===== src/rtl/gf180mcu_fd_sc_mcu7t5v0__dbidec_8.sv =====
`default_nettype none
// ============================================================================
//  Module      : gf180mcu_fd_sc_mcu7t5v0__dbidec_8
//  Description : Data-bus-inversion decoder with a 2-entry skid buffer.
//                Each accepted bus word is un-inverted according to its
//                active-low DBI flag, checked against the transmitter's
//                inversion rule (invert iff the original word has more than
//                WIDTH/2 zero bits), and queued as {Q, ERR}. A saturating
//                counter tracks how many accepted words arrived inverted.
//
//  Ports       : CLK   - clock, rising edge
//                RN    - asynchronous reset, active-low
//                D     - bus word as transmitted (WIDTH bits)
//                DBIN  - DBI flag, 0 = D is inverted
//                IV/IR - input valid / input ready
//                Q     - decoded word at buffer head (registered)
//                ERR   - encoding-rule violation flag of head word
//                OV/OR - output valid / output ready
//                CLR   - synchronous clear of CNT
//                CNT   - saturating count of accepted inverted words
//
//  Revision    : 1.0 - initial release
// ============================================================================
module gf180mcu_fd_sc_mcu7t5v0__dbidec_8 #(
    parameter int WIDTH = 8,
    parameter int CW    = 8
) (
    input  logic             CLK,
    input  logic             RN,
    input  logic [WIDTH-1:0] D,
    input  logic             DBIN,
    input  logic             IV,
    output logic             IR,
    output logic [WIDTH-1:0] Q,
    output logic             ERR,
    output logic             OV,
    input  logic             OR,
    input  logic             CLR,
    output logic [CW-1:0]    CNT
);

    // Width wide enough to hold a zero count of 0..WIDTH.
    localparam int              c_ZW      = $clog2(WIDTH + 1);
    localparam logic [c_ZW-1:0] c_HALF    = c_ZW'(WIDTH / 2);
    localparam logic [CW-1:0]   c_CNT_MAX = {CW{1'b1}};
    localparam logic [CW-1:0]   c_CNT_ONE = CW'(1);

    // Buffer occupancy states.
    localparam logic [1:0] c_S_EMPTY = 2'd0;
    localparam logic [1:0] c_S_ONE   = 2'd1;
    localparam logic [1:0] c_S_FULL  = 2'd2;

    logic [1:0]       r_state;
    logic [1:0]       w_state_nxt;

    logic             w_push;
    logic             w_pop;

    logic [WIDTH-1:0] w_dec;
    logic [c_ZW-1:0]  w_zeros;
    logic             w_err;

    // Entry 0 is the head and drives the outputs directly; entry 1 is the
    // skid slot used only while the buffer is FULL.
    logic [WIDTH-1:0] r_head_q;
    logic             r_head_err;
    logic [WIDTH-1:0] r_tail_q;
    logic             r_tail_err;

    logic [CW-1:0]    r_cnt;

    // ------------------------------------------------------------------
    // Handshake: ready and valid come from the state register only, so
    // there is no combinational path from IV/OR to IR/OV.
    // ------------------------------------------------------------------
    assign IR     = (r_state != c_S_FULL);
    assign OV     = (r_state != c_S_EMPTY);
    assign w_push = IV & IR;
    assign w_pop  = OV & OR;

    // ------------------------------------------------------------------
    // Decode and rule check
    // ------------------------------------------------------------------
    assign w_dec = DBIN ? D : ~D;

    always_comb begin
        w_zeros = '0;
        for (int i = 0; i < WIDTH; i++) begin
            w_zeros = w_zeros + c_ZW'(~w_dec[i]);
        end
    end

    // A non-inverted word must not have a zero majority; an inverted word
    // must have had one before inversion.
    assign w_err = DBIN ? (w_zeros > c_HALF) : (w_zeros <= c_HALF);

    // ------------------------------------------------------------------
    // Occupancy state machine
    // ------------------------------------------------------------------
    always_ff @(posedge CLK or negedge RN) begin
        if (!RN) begin
            r_state <= c_S_EMPTY;
        end else begin
            r_state <= w_state_nxt;
        end
    end

    always_comb begin
        w_state_nxt = r_state;
        case (r_state)
            c_S_EMPTY: begin
                if (w_push) begin
                    w_state_nxt = c_S_ONE;
                end
            end
            c_S_ONE: begin
                if (w_push && !w_pop) begin
                    w_state_nxt = c_S_FULL;
                end else if (w_pop && !w_push) begin
                    w_state_nxt = c_S_EMPTY;
                end
            end
            c_S_FULL: begin
                // IR is low here, so a pop is the only possible event.
                if (w_pop) begin
                    w_state_nxt = c_S_ONE;
                end
            end
            default: begin
                w_state_nxt = c_S_EMPTY;
            end
        endcase
    end

    // ------------------------------------------------------------------
    // Buffer storage
    // ------------------------------------------------------------------
    always_ff @(posedge CLK or negedge RN) begin
        if (!RN) begin
            r_head_q   <= '0;
            r_head_err <= 1'b0;
            r_tail_q   <= '0;
            r_tail_err <= 1'b0;
        end else begin
            case (r_state)
                c_S_EMPTY: begin
                    if (w_push) begin
                        r_head_q   <= w_dec;
                        r_head_err <= w_err;
                    end
                end
                c_S_ONE: begin
                    if (w_push && w_pop) begin
                        // Head leaves and the new word takes its place.
                        r_head_q   <= w_dec;
                        r_head_err <= w_err;
                    end else if (w_push) begin
                        r_tail_q   <= w_dec;
                        r_tail_err <= w_err;
                    end
                end
                c_S_FULL: begin
                    if (w_pop) begin
                        r_head_q   <= r_tail_q;
                        r_head_err <= r_tail_err;
                    end
                end
                default: begin
                end
            endcase
        end
    end

    assign Q   = r_head_q;
    assign ERR = r_head_err;

    // ------------------------------------------------------------------
    // Inverted-word counter: clear wins over increment, saturates at max.
    // ------------------------------------------------------------------
    always_ff @(posedge CLK or negedge RN) begin
        if (!RN) begin
            r_cnt <= '0;
        end else if (CLR) begin
            r_cnt <= '0;
        end else if (w_push && !DBIN && (r_cnt != c_CNT_MAX)) begin
            r_cnt <= r_cnt + c_CNT_ONE;
        end
    end

    assign CNT = r_cnt;

endmodule
`default_nettype wire

===== config.mk =====
export PLATFORM = sky130hd
export DESIGN_NAME = gf180mcu_fd_sc_mcu7t5v0__dbidec_8
export DESIGN_NICKNAME = d
export VERILOG_FILES = /design/src/rtl/gf180mcu_fd_sc_mcu7t5v0__dbidec_8.sv
export SDC_FILE = /design/constraint.sdc
export NUM_CORES = 1
export LEC_CHECK = 0
export CAP_MARGIN = 25
export CELL_PAD_IN_SITES_DETAIL_PLACEMENT = 1
export CELL_PAD_IN_SITES_GLOBAL_PLACEMENT = 1
export CORE_UTILIZATION = 42
export DETAILED_ROUTE_END_ITERATION = 10
export HOLD_SLACK_MARGIN = 0.15
export PLACE_DENSITY_LB_ADDON = 0.1
export SYNTH_ARGS = -nofsm -noshare
export SYNTH_HDL_FRONTEND = slang
export SYNTH_SLANG_ARGS = --single-unit

===== constraint.sdc =====
create_clock -name CLK -period 5.15 [get_ports CLK]
set_input_delay 1.03 -clock CLK [delete_from_list [all_inputs] [get_ports CLK]]
set_output_delay 1.03 -clock CLK [all_outputs]
set_load 0.02 [all_outputs]

==> metrics.md, run 1 <==
| Metric | Value |
|---|---|
| Pre-antenna DRT Iters | `4` |
| XOR/XNOR share of the synthesized area | `0.0601` |
| H-tree depth | `1` |
| DRC viols | `0` |
| Switching power | `376 µW` |
| Area leader, netlist | `dfrtp_1` |
| Final Skew | `4.31 ps` |
| Sw Share | `0.381` |
| TritonCTS buffer count | `3` |
| First-pass GRT wire length | `6.44 mm` |
| Post-synth ARST share | `1.00` |
| Synthesized net count | `183` |
| Post-route non-filler standard cell count | `237` |
| Number of vias per cell | `5.24` |
| Most numerous cell in the Yosys netlist | `dfrtp_1` |
| Pins over their slew limit | `0` |
| Peak VDD IR | `0.000210 V` |
| Max Buffers Root-to-Sink | `2` |
| Total grt overflow | `0` |
| Initial Utilization | `0.438` |
| Vias after detailed routing | `1241` |
| CTS Hold Bufs | `0` |
| Die height | `63.8 µm` |
| # clock sinks | `28` |
| Width of the die | `63.8 µm` |
| Crit Path Class | `in -> reg` |
| Req. time, crit path | `5290 ps` |
| Max-slew headroom | `0.558` |
| Total global-route track usage | `0.204` |
| DRT iter0 DRCs | `35` |
| DR WL/cell | `15.5 µm` |
| DIE AREA | `0.00407 mm²` |
| Yosys reg bits | `28` |
| Share of the synthesized area in the top cell type | `0.437` |
| Post-Synth Simple-Gate Area | `0.127` |
| Final net count | `214` |
| Status | `finished clean` |
| RSZ-0062 raised after global routing | `no` |
| Post-CTS Setup Bufs | `0` |
| Global placement routability congestion | `0.803` |
| Hold Path Class | `reg -> reg` |
| Post-Route Utilization | `0.552` |
| Setup crit end kind | `flop` |
| Ports | `33` |
| Sequential Power Share | `0.359` |
| Slew at the pin closest to its max-slew limit | `662 ps` |
| R2R Path Start | `r_state[0]$_DFFE_PN0P_` |
| Clock latency on the worst-skew pair | `270 ps` |
| Placed Instances | `233` |
| Setup crit start | `DBIN` |
| Core footprint | `0.00366 mm²` |
| Post-CTS sizing | `0` |
| Power Internal | `612 µW` |
| WL final | `3.68 mm` |
| Port buffer count | `32` |
| Synthesized area | `0.00160 mm²` |
| Initial antenna violation count | `0` |
| Final HPWL DP | `2.85 mm` |
| Syn_area_per_cell | `10.1 µm²` |
| Tcrit/Tclk final | `0.921` |
| Inserted Diodes | `0` |
| Worst path max stage delay | `630 ps` |
| Vias in the first global route | `1400` |
| Netlist cell types | `32` |
| Fmax | `0.211 GHz` |
| Worst-path clk slew | `100 ps` |
| Power per Cell Area | `489 mW/mm²` |
| Design area | `0.00202 mm²` |
| Growth of design area from synthesis to finish | `26.1%` |
| Max_cap viols | `0` |
| Worst Path Max Fanout | `6` |
| EDFF count, synth | `0` |
| Min Tclk post-route | `4740 ps` |
| Setup TNS | `0 ps` |
| Crit path DAT | `4880 ps` |
| Register area share after synthesis | `0.437` |
| CP most frequent cell | `fa_1` |
| Leak | `0.916 nW` |
| # rows | `22` |
| Most area-consuming cells after synthesis | `dfrtp_1, mux2i_1, a21oi_1` |
| Hold slack | `494 ps` |
| Share of cells above drive strength 1 | `0.0635` |
| CTS Root Buffer Type | `clkbuf_8` |
| Power after layout | `988 µW` |
| Final hold violations | `0` |
| Slowest library cell on the worst path | `clkdlybuf4s50_1` |
| Clock network power share | `0.175` |
| Largest net degree at the start of global routing | `29` |
| Hold Crit Start | `r_tail_q[5]$_DFFE_PN0P_` |
| Startpoint types | `input port` |
| Antenna Nets Post-Route | `0` |
| Post-synthesis mux area share | `0.0827` |
| Most used DFF post-synth | `dfrtp_1` |
| Post-Syn Instances | `159` |
| Commonest cells post-synth | `dfrtp_1, a21oi_1, inv_1` |
| Fraction of the mapped netlist area in adder cells | `0.0967` |
| Area after DPL | `0.00195 mm²` |
| Comb power frac | `0.465` |
| Final setup violating endpoints | `0` |
| Critical-path cell list | `clkdlybuf4s50_1 > xor2_1 > fa_1 > fa_1 > inv_1 > fa_1 > inv_1 > ha_1 > inv_1 > fa_1 > nor2b_1 > o22ai_1 > xnor2_1 > o21ai_0` |
| Setup WS post-layout | `408 ps` |
| Yosys Warn Count | `0` |
| Main combinational cell family by area after synthesis | `compound AO/OA/AOI/OAI gates` |
| CTS tree | `done` |
| Post-place setup slack | `124 ps` |
| Post-synthesis compound-gate area fraction | `0.131` |
==> state kept, by name, summed over array words and instances, names as in the netlist <==
name        count
ERR             1
r_state         2
r_tail_err      1
r_tail_q        8
CNT             8
Q               8
==> per-layer routing <==
metal,global-route usage,share of wire
met5,0,0
met4,0.0369,0.0038
met3,0.0232,0.030
met2,0.399,0.55
met1,0.237,0.42
==> area by class of cell <==
| class | instances | area, µm² |
|---|---|---|
| Multi-Input combinational cell | 108 | 798 |
| Sequential cell | 28 | 701 |
| Fill cell | 427 | 1640 |
| Tap cell | 48 | 60.1 |
| Inverter | 15 | 56.3 |
| Clock buffer | 3 | 41.3 |
| Clock inverter | 1 | 30.0 |
| Timing Repair Buffer | 34 | 335 |
==> cells by family (layout without fill, tap and decap cells) <==
kind of cell    count (synthesis)  after routing
xor+xnor                       11             11
fa+ha+maj                      10             10
buf+inv                        23             53
mux                            13             13
simple gates                   39             39
flops                          28             28
compound gates                 35             35
==> critical path, delay by kind of cell <==
family	cells	cell delay, ps
fa+ha+maj	5	2080
buf+inv	4	810
xor+xnor	2	500
compound gates	2	290
simple gates	1	150
==> worst paths after layout <==
path | to | slack, ps | depth (start not counted)
min | r_tail_q[5]$_DFFE_PN0P_ | 490 | 2
min reg2reg | r_tail_q[5]$_DFFE_PN0P_ | 490 | 2
max | r_tail_err$_DFFE_PN0P_ | 410 | 14
min in group asynchronous | CNT[3]$_DFFE_PN0P_ | 1130 | 2
max in group asynchronous | CNT[7]$_DFFE_PN0P_ | 3740 | 2
max reg2reg | ERR$_DFFE_PN0P_ | 2890 | 7
==> cell usage in the layout (no fill, tap or decap), types with 3 or more instances in the layout <==
cell type / Yosys / final
clkdlybuf4s50_1: 0 / 32
dfrtp_1: 28 / 28
a21oi_1: 16 / 16
inv_1: 14 / 14
o21ai_0: 12 / 12
mux2i_1: 11 / 11
nor2_1: 11 / 11
nand2_1: 10 / 10
xor2_1: 8 / 8
ha_1: 6 / 6
nand3_1: 4 / 4
fa_1: 4 / 4
xnor2_1: 3 / 3
or3_1: 3 / 3
o31ai_1: 3 / 3
or4_1: 3 / 3
clkbuf_8: 0 / 3
==> power by group through the flow <==
stage	sequential (mW)	combinational (mW)	clock [mW]
after CTS	0.356	0.465	0.178
after global routing	0.367	0.504	0.185
after floorplan	0.379	0.268	0
after global placement	0.351	0.429	0
after detailed placement	0.359	0.461	0
final	0.355	0.460	0.173
Power figures use the tool's default switching activity.
==> inputs of run 2 (changes only) <==
- CELL_PAD_IN_SITES_DETAIL_PLACEMENT: 1 -> default
- CELL_PAD_IN_SITES_GLOBAL_PLACEMENT: 1 -> default
- CORE_UTILIZATION: 42 -> 54
- PLACE_DENSITY: default -> 0.84
- PLACE_DENSITY_LB_ADDON: 0.1 -> default
==> metrics.md, run 2 (synthesized netlist as in run 1, its figures left out) <==
| Metric | Value |
|---|---|
| Status | `finished clean (unchanged)` |
| Power per Cell Area | `476 mW/mm² (was 489 mW/mm²)` |
| Commonest non-fill, non-tap cell in the layout | `clkdlybuf4s50_1 (unchanged)` |
| Fmax | `0.221 GHz (was 0.211 GHz)` |
| CTS Hold Bufs | `0 (unchanged)` |
| Initial Utilization | `0.577 (was 0.438)` |
| Port buffer count | `32 (unchanged)` |
| Crit Path Class | `in -> reg (unchanged)` |
| CTS Root Buffer Type | `clkbuf_4 (was clkbuf_8)` |
| Antenna Nets Post-Route | `0 (unchanged)` |
| Setup crit end kind | `flop (unchanged)` |
| Crit path DAT | `4740 ps (was 4880 ps)` |
| Vias in the first global route | `1226 (was 1400)` |
| M1 GR Usage | `0.288 (was 0.237)` |
| Setup TNS | `0 ps (unchanged)` |
| Area after DPL | `0.00193 mm² (was 0.00195 mm²)` |
| CP bufs+invs | `4 (unchanged)` |
| Leak | `0.908 nW (was 0.916 nW)` |
| Share of cells above drive strength 1 | `0.0635 (unchanged)` |
| Final hold violations | `0 (unchanged)` |
| Number of vias per cell | `5.63 (was 5.24)` |
| Post-CTS sizing | `0 (unchanged)` |
| Min Tclk post-route | `4530 ps (was 4740 ps)` |
| First-pass GRT wire length | `5.57 mm (was 6.44 mm)` |
| Peak VDD IR | `0.000335 V (was 0.000210 V)` |
| Clock latency on the worst-skew pair | `340 ps (was 270 ps)` |
| Largest net degree at the start of global routing | `29 (unchanged)` |
| Largest delay contributor family on the critical path | `adder cells (unchanged)` |
| DR WL/cell | `14.2 µm (was 15.5 µm)` |
| WL final | `3.13 mm (was 3.68 mm)` |
| Pre-antenna DRT Iters | `4 (unchanged)` |
| Hold Path Class | `reg -> reg (unchanged)` |
| Post-place setup slack | `290 ps (was 124 ps)` |
| Setup WS post-layout | `621 ps (was 408 ps)` |
| Final HPWL DP | `2.38 mm (was 2.85 mm)` |
| DRC viols | `0 (unchanged)` |
| Final setup violating endpoints | `0 (unchanged)` |
| Worst-path clk slew | `150 ps (was 100 ps)` |
| Die height | `56.5 µm (was 63.8 µm)` |
| Max_cap viols | `0 (unchanged)` |
| Footprint of the multi-input gates | `798 µm² (unchanged)` |
| RSZ-0062 raised after global routing | `no (unchanged)` |
| Core footprint | `0.00278 mm² (was 0.00366 mm²)` |
| Final net count | `214 (unchanged)` |
| CP most frequent cell | `fa_1 (unchanged)` |
| Worst path max stage delay | `580 ps (was 630 ps)` |
| Global placement routability congestion | `0.837 (was 0.803)` |
| Max-slew headroom | `0.590 (was 0.558)` |
| H-tree depth | `1 (unchanged)` |
| Design area | `0.00198 mm² (was 0.00202 mm²)` |
| TritonCTS buffer count | `3 (unchanged)` |
| Slew at the pin closest to its max-slew limit | `615 ps (was 662 ps)` |
| Fillers | `214 (was 427)` |
| Width of the die | `56.5 µm (was 63.8 µm)` |
| Ports | `33 (unchanged)` |
| Hold slack | `505 ps (was 494 ps)` |
| Slowest library cell on the worst path | `clkdlybuf4s50_1 (unchanged)` |
| Final Skew | `11.3 ps (was 4.31 ps)` |
| DIE AREA | `0.00319 mm² (was 0.00407 mm²)` |
| Tcrit/Tclk final | `0.880 (was 0.921)` |
| Startpoint types | `input port (unchanged)` |
| # clock sinks | `28 (unchanged)` |
| DRT iter0 DRCs | `57 (was 35)` |
| Total grt overflow | `0 (unchanged)` |
| Growth of design area from synthesis to finish | `23.6% (was 26.1%)` |
| Worst Path Max Fanout | `4 (was 6)` |
| Inserted Diodes | `0 (unchanged)` |
| Initial antenna violation count | `0 (unchanged)` |
| Register area | `701 µm² (unchanged)` |
| CTS tree | `done (unchanged)` |
| Most frequent cells in the layout | `clkdlybuf4s50_1, dfrtp_1, a21oi_1 (unchanged)` |
| Total global-route track usage | `0.222 (was 0.204)` |
| Critical-path cell list | `clkdlybuf4s50_1 > xor2_1 > fa_1 > fa_1 > inv_1 > fa_1 > inv_1 > ha_1 > inv_1 > fa_1 > nor2b_1 > o22ai_1 > xnor2_1 > o21ai_0 (unchanged)` |
| Vias after detailed routing | `1238 (was 1241)` |
| Post-CTS Setup Bufs | `0 (unchanged)` |
| Req. time, crit path | `5360 ps (was 5290 ps)` |
| Max Buffers Root-to-Sink | `2 (unchanged)` |
| Met3 Use GR | `0.0230 (was 0.0232)` |
| Pins over their slew limit | `0 (unchanged)` |
| # rows | `19 (was 22)` |
| Most Crowded Layer GR | `met2 (unchanged)` |
| Met2 usage in global routing | `0.385 (was 0.399)` |
-- run 2: area by class of cell --
| cell class | instances | area share |
|---|---|---|
| Clock inverter | 1 | 0.0152 |
| Clock buffer | 3 | 0.0114 |
| Inverter | 15 | 0.0284 |
| Sequential cell | 28 | 0.354 |
| Tap cell | 31 | 0.0196 |
| Timing Repair Buffer | 34 | 0.169 |
| Multi-Input combinational cell | 108 | 0.403 |
-- run 2: where the power goes --
group	leakage (nW)	internal (mW)	switching [mW]	total [mW]
combinational	0.534	0.206	0.239	0.445
clock	0.0279	0.0788	0.0677	0.146
sequential	0.346	0.297	0.0545	0.352
-- run 2: worst min-delay path: stages, from the launching register on --
cell	delay, ps
dfrtp_1	370
nand2_1	50
o21ai_0	60
-- run 2: worst paths after layout --
kind | start | endpoint | slack, ps | cells past startpoint
worst max-delay path | DBIN | r_tail_err$_DFFE_PN0P_ | 620 | 14
worst min-delay path | r_tail_q[2]$_DFFE_PN0P_ | r_tail_q[2]$_DFFE_PN0P_ | 510 | 2
worst max register to register | r_state[0]$_DFFE_PN0P_ | ERR$_DFFE_PN0P_ | 2990 | 7
worst min register to register | r_tail_q[2]$_DFFE_PN0P_ | r_tail_q[2]$_DFFE_PN0P_ | 510 | 2
max in group asynchronous | RN | Q[2]$_DFFE_PN0P_ | 3840 | 2
min in group asynchronous | RN | CNT[6]$_DFFE_PN0P_ | 1050 | 2
-- run 2: stage by stage --
step                      power (mW)  instances  utilization
final                          0.943        220        0.713
after global routing            1.01        220        0.713
after CTS                      0.948        220        0.713
after detailed placement       0.799        216        0.694
after global placement         0.772        216        0.694
after floorplan                0.646        159            -
-- run 2: per-layer routing --
metal / wire length (µm) / share of wire
met3: 94 / 0.030
met5: 0 / 0
met4: 30 / 0.0096
met2: 1630 / 0.52
met1: 1380 / 0.44
==> inputs of run 3 (changes only) <==
- CORE_UTILIZATION: 54 -> 30
- PLACE_DENSITY: 0.84 -> default
==> metrics.md, run 3 (synthesized netlist as in run 1, its figures left out) <==
| Metric | Value |
|---|---|
| Total global-route track usage | `0.122 (was 0.222)` |
| Final HPWL DP | `2.25 mm (was 2.38 mm)` |
| Growth of design area from synthesis to finish | `25.9% (was 23.6%)` |
| CTS tree | `done (unchanged)` |
| Largest net degree at the start of global routing | `29 (unchanged)` |
| Met1 Wirelength | `1.54 mm (was 1.38 mm)` |
| Leak | `0.902 nW (was 0.908 nW)` |
| Setup crit start | `DBIN (unchanged)` |
| CTS Hold Bufs | `0 (unchanged)` |
| Setup WS post-layout | `674 ps (was 621 ps)` |
| RSZ-0062 raised after global routing | `no (unchanged)` |
| Die height | `75.1 µm (was 56.5 µm)` |
| Initial antenna violation count | `0 (unchanged)` |
| Max layer used | `met4 (unchanged)` |
| Reg-to-reg slack, setup | `2990 ps (about the same)` |
| Ports | `33 (unchanged)` |
| Total grt overflow | `0 (unchanged)` |
| TritonCTS buffer count | `3 (unchanged)` |
| R2R Path Start | `r_state[0]$_DFFE_PN0P_ (unchanged)` |
| Min Tclk post-route | `4480 ps (was 4530 ps)` |
| Post-CTS sizing | `0 (unchanged)` |
| Max-slew headroom | `0.563 (was 0.590)` |
| H-tree depth | `1 (unchanged)` |
| Worst-path clk slew | `90 ps (was 150 ps)` |
| Number of vias per cell | `4.54 (was 5.63)` |
| Slowest library cell on the worst path | `clkdlybuf4s50_1 (unchanged)` |
| Peak VDD IR | `0.000190 V (was 0.000335 V)` |
| Vias after detailed routing | `1172 (was 1238)` |
| Startpoint types | `input port (unchanged)` |
| # rows | `26 (was 19)` |
| Setup TNS | `0 ps (unchanged)` |
| Worst Path Max Fanout | `4 (unchanged)` |
| DRC viols | `0 (unchanged)` |
| Width of the die | `75.1 µm (was 56.5 µm)` |
| Met3 WL | `144 µm (was 94 µm)` |
| Crit Path Class | `in -> reg (unchanged)` |
| Hold Path Class | `reg -> reg (unchanged)` |
| Most frequent cells in the layout | `clkdlybuf4s50_1, dfrtp_1, a21oi_1 (unchanged)` |
| Global placement routability congestion | `0.735 (was 0.837)` |
| Post-place setup slack | `341 ps (was 290 ps)` |
| CTS Root Buffer Type | `clkbuf_8 (was clkbuf_4)` |
| Final setup violating endpoints | `0 (unchanged)` |
| # clock sinks | `28 (unchanged)` |
| Max_cap viols | `0 (unchanged)` |
| Req. time, crit path | `5290 ps (was 5360 ps)` |
| Critical Path End | `r_tail_err$_DFFE_PN0P_ (unchanged)` |
| Final Skew | `4.27 ps (was 11.3 ps)` |
| Design area | `0.00202 mm² (was 0.00198 mm²)` |
| Status | `finished clean (unchanged)` |
| Crit path DAT | `4610 ps (was 4740 ps)` |
| Metal2 WL | `1.38 mm (was 1.63 mm)` |
| R2r worst-path depth | `7 (unchanged)` |
| Max Buffers Root-to-Sink | `2 (unchanged)` |
| Port buffer count | `32 (unchanged)` |
| Share of cells above drive strength 1 | `0.0585 (was 0.0635)` |
| Post-Route Utilization | `0.393 (was 0.713)` |
| Pins over their slew limit | `0 (unchanged)` |
| Tcrit/Tclk final | `0.869 (was 0.880)` |
| Vias in the first global route | `1114 (was 1226)` |
| Final net count | `214 (unchanged)` |
| DR WL/cell | `11.9 µm (was 14.2 µm)` |
| Setup crit end kind | `flop (unchanged)` |
| DRT iter0 DRCs | `40 (was 57)` |
| Final hold violations | `0 (unchanged)` |
| Slew at the pin closest to its max-slew limit | `656 ps (was 615 ps)` |
| Power per Cell Area | `445 mW/mm² (was 476 mW/mm²)` |
| WL final | `3.07 mm (was 3.13 mm)` |
| Worst path max stage delay | `570 ps (was 580 ps)` |
| Fillers | `546 (was 214)` |
| Inserted Diodes | `0 (unchanged)` |
| Fmax | `0.223 GHz (was 0.221 GHz)` |
| Pre-antenna DRT Iters | `4 (unchanged)` |
| Worst R2R End | `ERR$_DFFE_PN0P_ (unchanged)` |
| CP most frequent cell | `fa_1 (unchanged)` |
| Post-CTS Setup Bufs | `0 (unchanged)` |
| Critical-path cell list | `clkdlybuf4s50_1 > xor2_1 > fa_1 > fa_1 > inv_1 > fa_1 > inv_1 > ha_1 > inv_1 > fa_1 > nor2b_1 > o22ai_1 > xnor2_1 > o21ai_0 (unchanged)` |
| Area after DPL | `0.00198 mm² (was 0.00193 mm²)` |
| DIE AREA | `0.00564 mm² (was 0.00319 mm²)` |
| First-pass GRT wire length | `5.25 mm (was 5.57 mm)` |
| Hold slack | `486 ps (was 505 ps)` |
| Clock latency on the worst-skew pair | `270 ps (was 340 ps)` |
| Core footprint | `0.00514 mm² (was 0.00278 mm²)` |
| Commonest non-fill, non-tap cell in the layout | `clkdlybuf4s50_1 (unchanged)` |
| Antenna Nets Post-Route | `0 (unchanged)` |
| Initial Utilization | `0.312 (was 0.577)` |
-- run 3: how the worst min path moves through the flow --
stage,start,endpoint,slack [ps],cells after the start
after floorplan,r_tail_err$_DFFE_PN0P_,r_tail_err$_DFFE_PN0P_,450,2
after CTS,r_tail_q[0]$_DFFE_PN0P_,r_tail_q[0]$_DFFE_PN0P_,490,2
after global routing,r_tail_err$_DFFE_PN0P_,r_tail_err$_DFFE_PN0P_,520,2
final,r_tail_q[0]$_DFFE_PN0P_,r_tail_q[0]$_DFFE_PN0P_,490,2
after global placement,r_tail_q[6]$_DFFE_PN0P_,r_tail_q[6]$_DFFE_PN0P_,470,2
after detailed placement,r_tail_q[0]$_DFFE_PN0P_,r_tail_q[0]$_DFFE_PN0P_,470,2
-- run 3: layout make-up --
class | count | area [µm²] | share of cell area
multi-input combinational | 108 | 798 | 0.395
tap | 70 | 87.6 | 0.0434
inverter | 15 | 56.3 | 0.0279
timing repair buffer | 34 | 335 | 0.166
sequential | 28 | 701 | 0.347
clock buffer | 3 | 41.3 | 0.0204
-- run 3: power breakdown --
group	internal [mW]	switching, mW
sequential	0.298	0.0509
clock	0.0525	0.0657
combinational	0.205	0.227
total	0.556	0.343
-- run 3: worst max-delay path, delay by kind of cell --
family	cells	cell delay [ps]
adder cells (fa/ha/maj)	5	2020
buffers and inverters	4	730
AND/OR/NAND/NOR	1	140
AO/OA/AOI/OAI	2	230
XOR/XNOR	2	470
-- run 3: metal layers --
layer	vias to the layer above	track usage
met4	0	0.0189
li1	595	-
met3	2	0.0335
met1	546	0.176
met2	29	0.187
met5	-	0
-- run 3: metrics by stage --
stage	cells	power, mW
after CTS	258	0.915
after global routing	258	0.979
after detailed placement	255	0.792
after floorplan	159	0.646
final	258	0.899
after global placement	255	0.786
